`config.mk`:
```
export PLATFORM = sky130hd
export DESIGN_NAME = udp_srio_packer
export DESIGN_NICKNAME = d
export VERILOG_FILES = /design/src/rtl/udp_srio_packer.sv
export SDC_FILE = /design/constraint.sdc
export NUM_CORES = 1
export LEC_CHECK = 0
export ABC_AREA = 1
export CORE_ASPECT_RATIO = 0.5
export CORE_UTILIZATION = 55
export DETAILED_ROUTE_END_ITERATION = 8
export MAX_ROUTING_LAYER = met4
export PLACE_DENSITY_LB_ADDON = 0.05
export SYNTH_ARGS = -nofsm -noshare
export SYNTH_HDL_FRONTEND = slang
export SYNTH_SLANG_ARGS = --single-unit
```
`constraint.sdc`:
```
create_clock -name clk -period 9.9 [get_ports clk]
set_input_delay 2.97 -clock clk [delete_from_list [all_inputs] [get_ports clk]]
set_output_delay 2.97 -clock clk [all_outputs]
set_load 0.02 [all_outputs]
```
`src/rtl/udp_srio_packer.sv`:
```
// udp_srio_packer: packs RATIO narrow input words into one wide big-endian beat,
// tracks the packet byte total and raises an NWRITE request on each packet's first beat.
module udp_srio_packer #(
    parameter int unsigned IN_WIDTH  = 32,
    parameter int unsigned RATIO     = 2,
    parameter int unsigned LEN_WIDTH = 16
) (
    input  logic                             clk,
    input  logic                             reset_n,
    input  logic [IN_WIDTH-1:0]              s_data_in,
    input  logic                             s_valid_in,
    input  logic                             s_first_in,
    input  logic [IN_WIDTH/8-1:0]            s_keep_in,
    input  logic                             s_last_in,
    output logic                             s_ready_out,
    input  logic                             m_ready_in,
    output logic [IN_WIDTH*RATIO-1:0]        m_data_out,
    output logic                             m_valid_out,
    output logic                             m_first_out,
    output logic [IN_WIDTH*RATIO/8-1:0]      m_keep_out,
    output logic                             m_last_out,
    output logic [LEN_WIDTH-1:0]             m_byte_cnt_out,
    output logic                             nwr_req_out,
    output logic                             err_out
);

    localparam int unsigned OUT_WIDTH = IN_WIDTH * RATIO;
    localparam int unsigned IN_KW     = IN_WIDTH / 8;
    localparam int unsigned OUT_KW    = OUT_WIDTH / 8;
    localparam int unsigned LANE_W    = (RATIO > 1) ? $clog2(RATIO) : 1;
    localparam int unsigned POP_W     = $clog2(IN_KW + 1);
    localparam int unsigned SUM_W     = LEN_WIDTH + 1;

    typedef enum logic {IDLE, PACK} state_e;

    state_e                 state_q;
    logic [LANE_W-1:0]      lane_q;
    logic [OUT_WIDTH-1:0]   buf_q;
    logic [OUT_KW-1:0]      kbuf_q;
    logic                   beat_first_q;
    logic [LEN_WIDTH-1:0]   cnt_q;

    logic [OUT_WIDTH-1:0]   m_data_q;
    logic [OUT_KW-1:0]      m_keep_q;
    logic                   m_valid_q;
    logic                   m_first_q;
    logic                   m_last_q;
    logic [LEN_WIDTH-1:0]   m_cnt_q;
    logic                   nwr_q;
    logic                   err_q;

    logic                   accept;
    logic                   start;
    logic                   word_ok;
    logic                   proto_err;
    logic                   complete;
    logic                   beat_first_d;
    logic [LANE_W-1:0]      eff_lane;
    logic [IN_KW-1:0]       word_keep;
    logic [POP_W-1:0]       pop;
    logic [SUM_W-1:0]       sum;
    logic [LEN_WIDTH-1:0]   cnt_d;
    logic [OUT_WIDTH-1:0]   buf_d;
    logic [OUT_KW-1:0]      kbuf_d;

    assign s_ready_out    = ~m_valid_q | m_ready_in;
    assign m_data_out     = m_data_q;
    assign m_keep_out     = m_keep_q;
    assign m_valid_out    = m_valid_q;
    assign m_first_out    = m_first_q;
    assign m_last_out     = m_last_q;
    assign m_byte_cnt_out = m_cnt_q;
    assign nwr_req_out    = nwr_q;
    assign err_out        = err_q;

    // Word acceptance, lane placement, byte accounting and beat completion
    always_comb begin
        accept       = s_valid_in & s_ready_out;
        start        = accept & s_first_in;
        word_ok      = start | (accept & (state_q == PACK));
        proto_err    = accept & (((state_q == IDLE) & ~s_first_in) |
                                 ((state_q == PACK) &  s_first_in));
        eff_lane     = start ? '0 : lane_q;
        beat_first_d = start | beat_first_q;
        word_keep    = s_last_in ? s_keep_in : '1;
        pop          = '0;
        for (int i = 0; i < int'(IN_KW); i++) begin
            pop = pop + POP_W'(word_keep[i]);
        end
        sum   = SUM_W'(start ? '0 : cnt_q) + SUM_W'(pop);
        cnt_d = sum[LEN_WIDTH] ? '1 : sum[LEN_WIDTH-1:0];
        buf_d  = start ? '0 : buf_q;
        kbuf_d = start ? '0 : kbuf_q;
        for (int l = 0; l < int'(RATIO); l++) begin
            if (LANE_W'(l) == eff_lane) begin
                buf_d[OUT_WIDTH-1-l*IN_WIDTH -: IN_WIDTH] = s_data_in;
                kbuf_d[OUT_KW-1-l*IN_KW -: IN_KW]         = word_keep;
            end
        end
        complete = word_ok & (s_last_in | (eff_lane == LANE_W'(RATIO - 1)));
    end

    // FSM, packing registers and registered output beat
    always_ff @(posedge clk) begin
        if (!reset_n) begin
            state_q      <= IDLE;
            lane_q       <= '0;
            buf_q        <= '0;
            kbuf_q       <= '0;
            beat_first_q <= 1'b0;
            cnt_q        <= '0;
            m_data_q     <= '0;
            m_keep_q     <= '0;
            m_valid_q    <= 1'b0;
            m_first_q    <= 1'b0;
            m_last_q     <= 1'b0;
            m_cnt_q      <= '0;
            nwr_q        <= 1'b0;
            err_q        <= 1'b0;
        end else begin
            err_q <= proto_err;
            nwr_q <= m_valid_q & m_ready_in & m_first_q;
            if (word_ok) begin
                state_q      <= s_last_in ? IDLE : PACK;
                lane_q       <= complete ? '0 : LANE_W'(eff_lane + LANE_W'(1));
                buf_q        <= complete ? '0 : buf_d;
                kbuf_q       <= complete ? '0 : kbuf_d;
                beat_first_q <= complete ? 1'b0 : beat_first_d;
                cnt_q        <= s_last_in ? '0 : cnt_d;
            end
            if (complete) begin
                m_data_q  <= buf_d;
                m_keep_q  <= kbuf_d;
                m_valid_q <= 1'b1;
                m_first_q <= beat_first_d;
                m_last_q  <= s_last_in;
                m_cnt_q   <= s_last_in ? cnt_d : '0;
            end else if (m_valid_q & m_ready_in) begin
                m_data_q  <= '0;
                m_keep_q  <= '0;
                m_valid_q <= 1'b0;
                m_first_q <= 1'b0;
                m_last_q  <= 1'b0;
                m_cnt_q   <= '0;
            end
        end
    end

endmodule

```
Yosys cells after proc, flatten, opt, wreduce, memory -nomap -nowiden --
Cells that the tools add are included.
Operators by class: add/sub/neg operators 5, mux-type cells 27, bitwise logic cells 17, reductions and logical operators 1
Operator list (number):
- two-way mux 64 bit | 4
- two-way mux 16 bit | 6
- two-way mux 32 bit | 2
- two-way mux 8 bit | 4
- adder 16 x 3 -> 17 bit | 1
- two-way mux 4 bit | 3
- AND 1 bit | 9
- two-way mux 1 bit | 8
- bitwise OR 1 bit | 5
- adder 2 x 1 -> 3 bit | 1
- adder 3 x 1 -> 3 bit | 1
- inverter 1 bit | 3
- adder 1 x 1 -> 2 bit | 1
- nonzero test 2 bit | 1
- adder 1 bit, second input constant | 1
Word-level totals: register bits 184, bits of input ports 42, output and inout port bits 94, word-level logic and storage cells 64

Longest topological paths before layout --
Gate-level depths: netlist of the first run.
depth in word-level cells 9, gate-level depth with buffers 18, depth with buffers taken out 16

Worst setup path before layout of the first run --
No wires, ideal clock.
path kind input to output, from in m_ready_in, to out s_ready_out, arrival time 3112 ps, data required time 6930 ps, path slack 3818 ps, cell stages on the path 2, path buffers 0, cell sequence inv_2 nand2_2
On the way: cells in the longest elaborated chain, start to end 1
RTL lines:
- start, declared | RTL line 16 | input logic m_ready_in,
- bitwise OR 1 bit | RTL line 66 | assign s_ready_out = ~m_valid_q | m_ready_in;
- end, declared | RTL line 15 | output logic s_ready_out,
No other way between the ends.

Worst setup path after layout of the first run --
Ends and elaborated chain as after synthesis.

==> results of run 1 <==
power breakdown:
group	internal (W)	switching, W	total (W)
sequential	0.000757	0.00000902	0.000766
combinational	0.0000601	0.000109	0.000169
clock	0.000345	0.000313	0.000658
flip-flops by register name (all words and copies together) (netlist names), 8 cells and up:
| signal | cells |
|---|---|
| cnt_q | 16 |
| kbuf_q | 8 |
| buf_q | 64 |
| m_byte_cnt_out | 16 |
| m_keep_out | 8 |
| m_data_out | 64 |
worst reg2reg max path: stages, from the launching register on:
cell and delay, ns:
dfxtp_1 0.33, nand2_2 0.11, nand3_2 0.34, buf_4 0.47
nand2_4 0.16, buf_4 0.80, inv_1 0.11, buf_4 0.31
nor2_4 0.21, buf_4 0.48, nand2_1 0.17, a21oi_1 0.15
per-layer routing:
layer | up-vias | global-route usage (%) | wire length, um
li1 | 3863 | - | -
met1 | 3618 | 34.33 | 9223
met2 | 211 | 48.24 | 10030
met3 | 39 | 5.208 | 1123
met4 | 0 | 10.62 | 397
met5 | - | - | 0
cell families (layout without fill, tap and decap cells):
kind of cell             after synthesis  count (layout)  share of synthesized area [%]
AO/OA/AOI/OAI                        250             250                          16.51
AND/OR/NAND/NOR                      562             562                          28.73
flip-flops                           184             184                          45.72
XOR/XNOR                               6               6                         0.6523
adder cells (fa/ha/maj)                4               4                         0.9008
buffers and inverters                144             242                          7.486
layout make-up:
| class | instances | area [um^2] | area share [%] |
|---|---|---|---|
| Multi-Input combinational cell | 822 | 3780 | 38.02 |
| Sequential cell | 184 | 3684 | 37.05 |
| Clock inverter | 12 | 111.4 | 1.120 |
| Tap cell | 192 | 240.2 | 2.417 |
| Clock buffer | 20 | 456.7 | 4.594 |
| Inverter | 66 | 250.2 | 2.517 |
| Timing Repair Buffer | 144 | 1419 | 14.27 |
Yosys cell counts:
library cell and instances:
nor2_1 22, inv_1 60, dfxtp_1 184, a21oi_1 184, nor3_1 1, nand3_2 5, nand2_2 3, nor2_4 1
or2_2 21, o21bai_1 5, xor2_1 5, xnor2_1 1, or2_1 1, buf_2 32, inv_2 6, nor2_2 5
o211ai_1 22, nand3_1 25, fa_1 3, buf_6 2, nand2_1 457, nand4_2 1, nand4_1 20, buf_1 3
a21oi_4 1, clkbuf_1 39, o21ai_0 38, buf_4 2, ha_1 1
per-stage QoR:
step           hold slack (ns)  worst slack [ns]  cell area [um^2]  cells  util [%]
2_1_floorplan           0.4307             3.818              8056   1150         -
3_3_place_gp            0.4413             2.743              9373   1408     67.30
3_5_place_dp            0.4477             2.732              9373   1408     67.30
4_1_cts                 0.4573             2.730              9941   1440     71.38
5_1_grt                 0.4711             2.706              9941   1440     71.38
6_report                0.4571             2.727              9941   1440     71.38
worst paths after layout:
kind              slack (ns)          from            to  depth (start not counted)
setup / recovery        2.73    m_ready_in   s_ready_out                          4
hold / removal          0.46  beat_first_q  beat_first_q                          2
setup reg to reg        6.20   m_valid_out      buf_q[6]                         11
hold reg to reg         0.46  beat_first_q  beat_first_q                          2
==> summary.md, run 1 <==
| Metric | Value |
|---|---|
| Area of the die | roughly 0.015 mm^2 |
| Min Clock Period, post-route | about 7.2 ns |
| Detailed-route via count | 7731 |
| Inserted Diodes | 0 |
| Yosys cell types | 29 |
| Unrepaired setup endpoints after global routing | false |
| Std-Cell Core Area | ~0.014 mm^2 |
| Critical path endpoint category | output port |
| Worst-margin pin slew | between 1 and 1.5 ns |
| Reported max-cap violation count | 0 |
| Share of layout cells above drive strength 1 | under 10% |
| Clock slew at the register clock pins of the worst setup and hold paths | 0.06 ns |
| Setup TNS | 0 ns |
| Critical Path RT | between 6 and 7 ns |
| Nets | 1281 |
| Drt wl/cell | around 14 um |
| Number of instances in the synthesized netlist | 1150 |
| Number of hold violations in the final report | 0 |
| Power, Total | around 0.0016 W |
| Initial cell density of the core | approximately 58% |
| Synthesized Nets | ~1200 |
| Cells resized by post-CTS repair | 0 |
| Hold buffers post-CTS | 0 |
| Dominant cell type by area after synthesis | dfxtp_1 |
| Antenna-violating nets left | 0 |
| Critical path buffers and inverters | 3 |
| Clock latency reported for the late side of the worst-skew pair | ~0.43 ns |
| Final number of max-transition violations | 0 |
| Cells along the critical path | clkdlybuf4s50_1, inv_2, nand2_2, clkdlybuf4s50_1 |
| Combined global-route utilization of all metal layers | roughly 28% |
| Arrival time of data at the critical path endpoint | approximately 4.2 ns |
| First-iteration detailed-routing DRC count | 645 |
| Synth warn | 0 |
| Power density normalized to cell area | about 160 mW/mm^2 |
| TritonCTS Buffers | 17 |
| Final worst-path cycle share | approximately 72% |
| Proportion of synthesized chip area in sequential cells | 45.72% |
| Number of input and output port buffers inserted | approximately 140 |
| Chip Height | a little under 90 um |
| Number of fill cells | 1152 |
| Detailed-route vias per instance | between 5 and 6 |
| Crit start category | input pin |
| Gate family responsible for the most delay along the worst path | buffers and inverters |
| Crit-path most repeated cell | clkdlybuf4s50_1 |
| Global-route wire length before repair | 33550 um |
| HPWL reported at the end of detailed placement | between 10000 and 15000 um |
| Category of the most critical setup path | input pin to output port |
| Row count | 30 |
| Maximum number of buffers from clock root to sink | 2 |
| Floorplan die width | about 170 um |
| Routed wire length | ~21000 um |
| Highest-count cells in the layout ignoring fill and taps | 457 x nand2_1, 184 x a21oi_1, 184 x dfxtp_1 |
| Area added between synthesis and finish | 23.39% |
| Avg Synthesized Cell Area | approximately 7.0 um^2 |
| Clock tree skew after final layout | 0.009931 ns |
| Initial antenna violation count | 0 |
| TritonCTS clock tree | done |
| Relative max-transition margin | roughly 16% |
| Maximum vdd ir drop | approximately 0.11 mV |
| H-tree depth | 4 |
| Detailed Routing Iterations Pass 1 | 5 |
| CP peak stage delay | 0.61 ns |
| Worst-path cell with the longest stage delay | clkdlybuf4s50_1 |
| # IOs | ~140 |
| Clk root buf | clkbuf_16 |
| Maximum fanout encountered on the critical timing path | 4 |
| Count of state elements after synthesis | around 180 |
| Grt ovf | 0 |
| Share of the synthesized area in the top cell type | a little under half |
| Largest net degree at the start of global routing | 124 |
| Post-Syn Area | a little over 0.008 mm^2 |
| Leading post-synthesis cells by cell area | dfxtp_1 46%, nand2_1 21%, a21oi_1 11% |
| GP Congestion | 0.9116 |
| Maximum clock rate | between 100 and 150 MHz |
| Most common cell after layout, fill and taps aside | nand2_1 |
| # Post-CTS Setup Buffers | 0 |
| DRC violation count after routing | 0 |
| Count of clock tree sinks | between 150 and 200 |
| Status | complete, no violations |
| Setup-failing EPs final | 0 |
| Static leakage | a little under 4 nW |
| Number of global-route vias before repair | about 7000 |
| Worst hold path class | flip-flop to flip-flop |
(Power assumes the default switching activity.)
==> run 2, diff against run 1 <==
--- a/config.mk
+++ b/config.mk
@@ -7,7 +7,7 @@
 export LEC_CHECK = 0
 export ABC_AREA = 1
 export CORE_ASPECT_RATIO = 0.5
-export CORE_UTILIZATION = 55
+export CORE_UTILIZATION = 48
 export DETAILED_ROUTE_END_ITERATION = 8
 export MAX_ROUTING_LAYER = met4
 export PLACE_DENSITY_LB_ADDON = 0.05
==> constraint.sdc (replaced) <==
create_clock -name clk -period 6.4 [get_ports clk]
set_input_delay 1.92 -clock clk [delete_from_list [all_inputs] [get_ports clk]]
set_output_delay 1.92 -clock clk [all_outputs]
set_load 0.02 [all_outputs]
==> summary.md, run 2 (synthesis gave the netlist of run 1 again) <==
| Metric | Value |
|---|---|
| Status | complete, no violations (unchanged) |
| Number of global-route vias before repair | 6960 (was 6995) |
| Maximum fanout encountered on the critical timing path | 14 (was 4) |
| Detailed-route via count | 7687 (was 7731) |
| Initial antenna violation count | 0 (unchanged) |
| Setup TNS | 0 ns (unchanged) |
| First-iteration detailed-routing DRC count | 433 (was 645) |
| H-tree depth | 4 (unchanged) |
| Initial cell density of the core | 49.15% (was 57.85%) |
| Area added between synthesis and finish | 24.94% (was 23.39%) |
| Clock latency reported for the late side of the worst-skew pair | 0.43 ns (about the same) |
| TritonCTS Buffers | 17 (unchanged) |
| Largest net degree at the start of global routing | 123 (was 124) |
| Clock tree skew after final layout | 0.01151 ns (was 0.009931 ns) |
| Combined global-route utilization of all metal layers | 26.39% (was 28.44%) |
| Clk root buf | clkbuf_16 (unchanged) |
| Crit start category | input pin (unchanged) |
| Final number of max-transition violations | 0 (unchanged) |
| Critical path endpoint category | flip-flop (was output port) |
| Number of cell instances on the worst register-to-register path | 12 (was 11) |
| Category of the most critical setup path | input pin to flip-flop (was input pin to output port) |
| Hold path startpoint | kbuf_q[4] (was beat_first_q) |
| Layout Cell Area excl Fill | 0.01007 mm^2 (was 0.009941 mm^2) |
| Power, Total | 0.002582 W (was 0.001593 W) |
| Inserted Diodes | 0 (unchanged) |
| Reported max-cap violation count | 0 (unchanged) |
| Share of layout cells above drive strength 1 | 6.725% (was 6.651%) |
| HPWL reported at the end of detailed placement | 13950 um (was 12880 um) |
| Share of the core filled with cells | 61.41% (was 71.38%) |
| Routed wire length | 21780 um (was 20780 um) |
| Hold buffers post-CTS | 0 (unchanged) |
| Cells resized by post-CTS repair | 0 (unchanged) |
| Global-route wire length before repair | 34840 um (was 33550 um) |
| Maximum vdd ir drop | 0.2106 mV (was 0.1139 mV) |
| Chip Height | 93.61 um (was 87.58 um) |
| Hold worst-path end | kbuf_q[4] (was beat_first_q) |
| Unrepaired setup endpoints after global routing | false (unchanged) |
| Register-to-register path setup slack | 3.16 ns (was 6.20 ns) |
| DRC violation count after routing | 0 (unchanged) |
| Clock slew at the register clock pins of the worst setup and hold paths | 0.07 ns (was 0.06 ns) |
| Final worst-path cycle share | between 80% and 90% |
| Number of hold violations in the final report | 0 (unchanged) |
| Count of clock tree sinks | 184 (unchanged) |
| Worst r2r dst | cnt_q[15] (was buf_q[6]) |
| Floorplan die width | 185.2 um (was 173.2 um) |
| Std-Cell Core Area | 0.01639 mm^2 (was 0.01393 mm^2) |
| Static leakage | 3.945 nW (was 3.912 nW) |
| Power density normalized to cell area | 256.6 mW/mm^2 (was 160.3 mW/mm^2) |
| Post-detailed-placement cell area | 0.009444 mm^2 (was 0.009373 mm^2) |
| Most common cell after layout, fill and taps aside | nand2_1 (unchanged) |
| Antenna-violating nets left | 0 (unchanged) |
| # Post-CTS Setup Buffers | 0 (unchanged) |
| TritonCTS clock tree | done (unchanged) |
| Maximum clock rate | approximately 180 MHz |
| Worst hold path class | flip-flop to flip-flop (unchanged) |
| Highest-count cells in the layout ignoring fill and taps | 457 x nand2_1, 184 x a21oi_1, 184 x dfxtp_1 (unchanged) |
| Detailed-route vias per instance | 5.208 (was 5.369) |
| Grt ovf | 0 (unchanged) |
| Relative max-transition margin | 13.06% (was 16.39%) |
| Nets | 1283 (was 1281) |
| Detailed Routing Iterations Pass 1 | 4 (was 5) |
| Number of input and output port buffers inserted | 135 (unchanged) |
| Min Clock Period, post-route | ~5.4 ns |
| Drt wl/cell | 14.76 um (was 14.43 um) |
| Critical Path RT | 6.75 ns (was 6.93 ns) |
| Cell depth of the worst min-delay path | 2 (unchanged) |
| GP Congestion | 0.8869 (was 0.9116) |
| Arrival time of data at the critical path endpoint | 5.76 ns (was 4.20 ns) |
| Row count | 33 (was 30) |
| R2r startpoint | m_valid_out (unchanged) |
| # IOs | 136 (unchanged) |
| Setup-failing EPs final | 0 (unchanged) |
| Area of the die | 0.01734 mm^2 (was 0.01517 mm^2) |
| Worst-margin pin slew | 1.303 ns (was 1.253 ns) |
| Maximum number of buffers from clock root to sink | 2 (unchanged) |
[run 2: cell types whose count changed in the layout (fill, tap and decap cells not counted), sizes merged]
cell / previous run / this run
clkinv: 3 / 1
buf: 9 / 11
clkbuf: 20 / 18
clkinvlp: 3 / 4
inv: 72 / 70
bufinv: 0 / 4
[run 2: worst max path at each step]
stage / endpoint / from / cells past startpoint / slack (ns)
after floorplan: cnt_q[4] / s_last_in / 14 / 1.59
after global placement: cnt_q[12] / s_last_in / 14 / 0.65
after detailed placement: cnt_q[15] / s_last_in / 14 / 0.55
after CTS: cnt_q[15] / s_last_in / 14 / 0.98
after global routing: cnt_q[4] / s_last_in / 14 / 0.73
final: cnt_q[15] / s_last_in / 14 / 0.98
[run 2: layout make-up]
type | instances | area [um^2]
clock buffer | 18 | 429.2
timing repair buffer | 146 | 1446
clock inverter | 13 | 192.7
sequential | 184 | 3684
tap | 227 | 284.0
fill | 1545 | 6326
inverter | 66 | 250.2
multi-input combinational | 822 | 3780
[run 2: metal layers]
| layer | track usage, % | routed length, um | vias up | part of all wire (%) |
|---|---|---|---|---|
| li1 | - | - | 3864 | - |
| met3 | 5.218 | 961 | 26 | 4.4 |
| met2 | 43.55 | 10440 | 147 | 48 |
| met4 | 7.507 | 292 | 0 | 1.3 |
| met1 | 32.98 | 10090 | 3650 | 46 |
| met5 | - | 0 | - | 0 |
[run 2: power breakdown]
part           switching, W  internal, W
clock              0.000473     0.000658
sequential        0.0000138      0.00117
combinational      0.000171    0.0000946
[run 2: metrics by stage]
step	hold WS [ns]	setup WS, ns	instances
2_1_floorplan	0.4307	1.587	1150
3_3_place_gp	0.4435	0.6550	1445
3_5_place_dp	0.4482	0.5455	1445
4_1_cts	0.4583	0.9752	1476
5_1_grt	0.4748	0.7337	1476
6_report	0.4554	0.9835	1476
[run 2: worst max-delay path: stages]
cell             delay (ns)
clkdlybuf4s50_1        0.46
inv_1                  0.12
or2_2                  0.34
fa_1                   0.54
inv_1                  0.05
fa_1                   0.43
fa_1                   0.42
nor2_1                 0.12
nand3_1                0.20
nor2_4                 0.24
nand4_2                0.42
nand3_1                0.26
nand2_1                0.07
a21oi_1                0.17
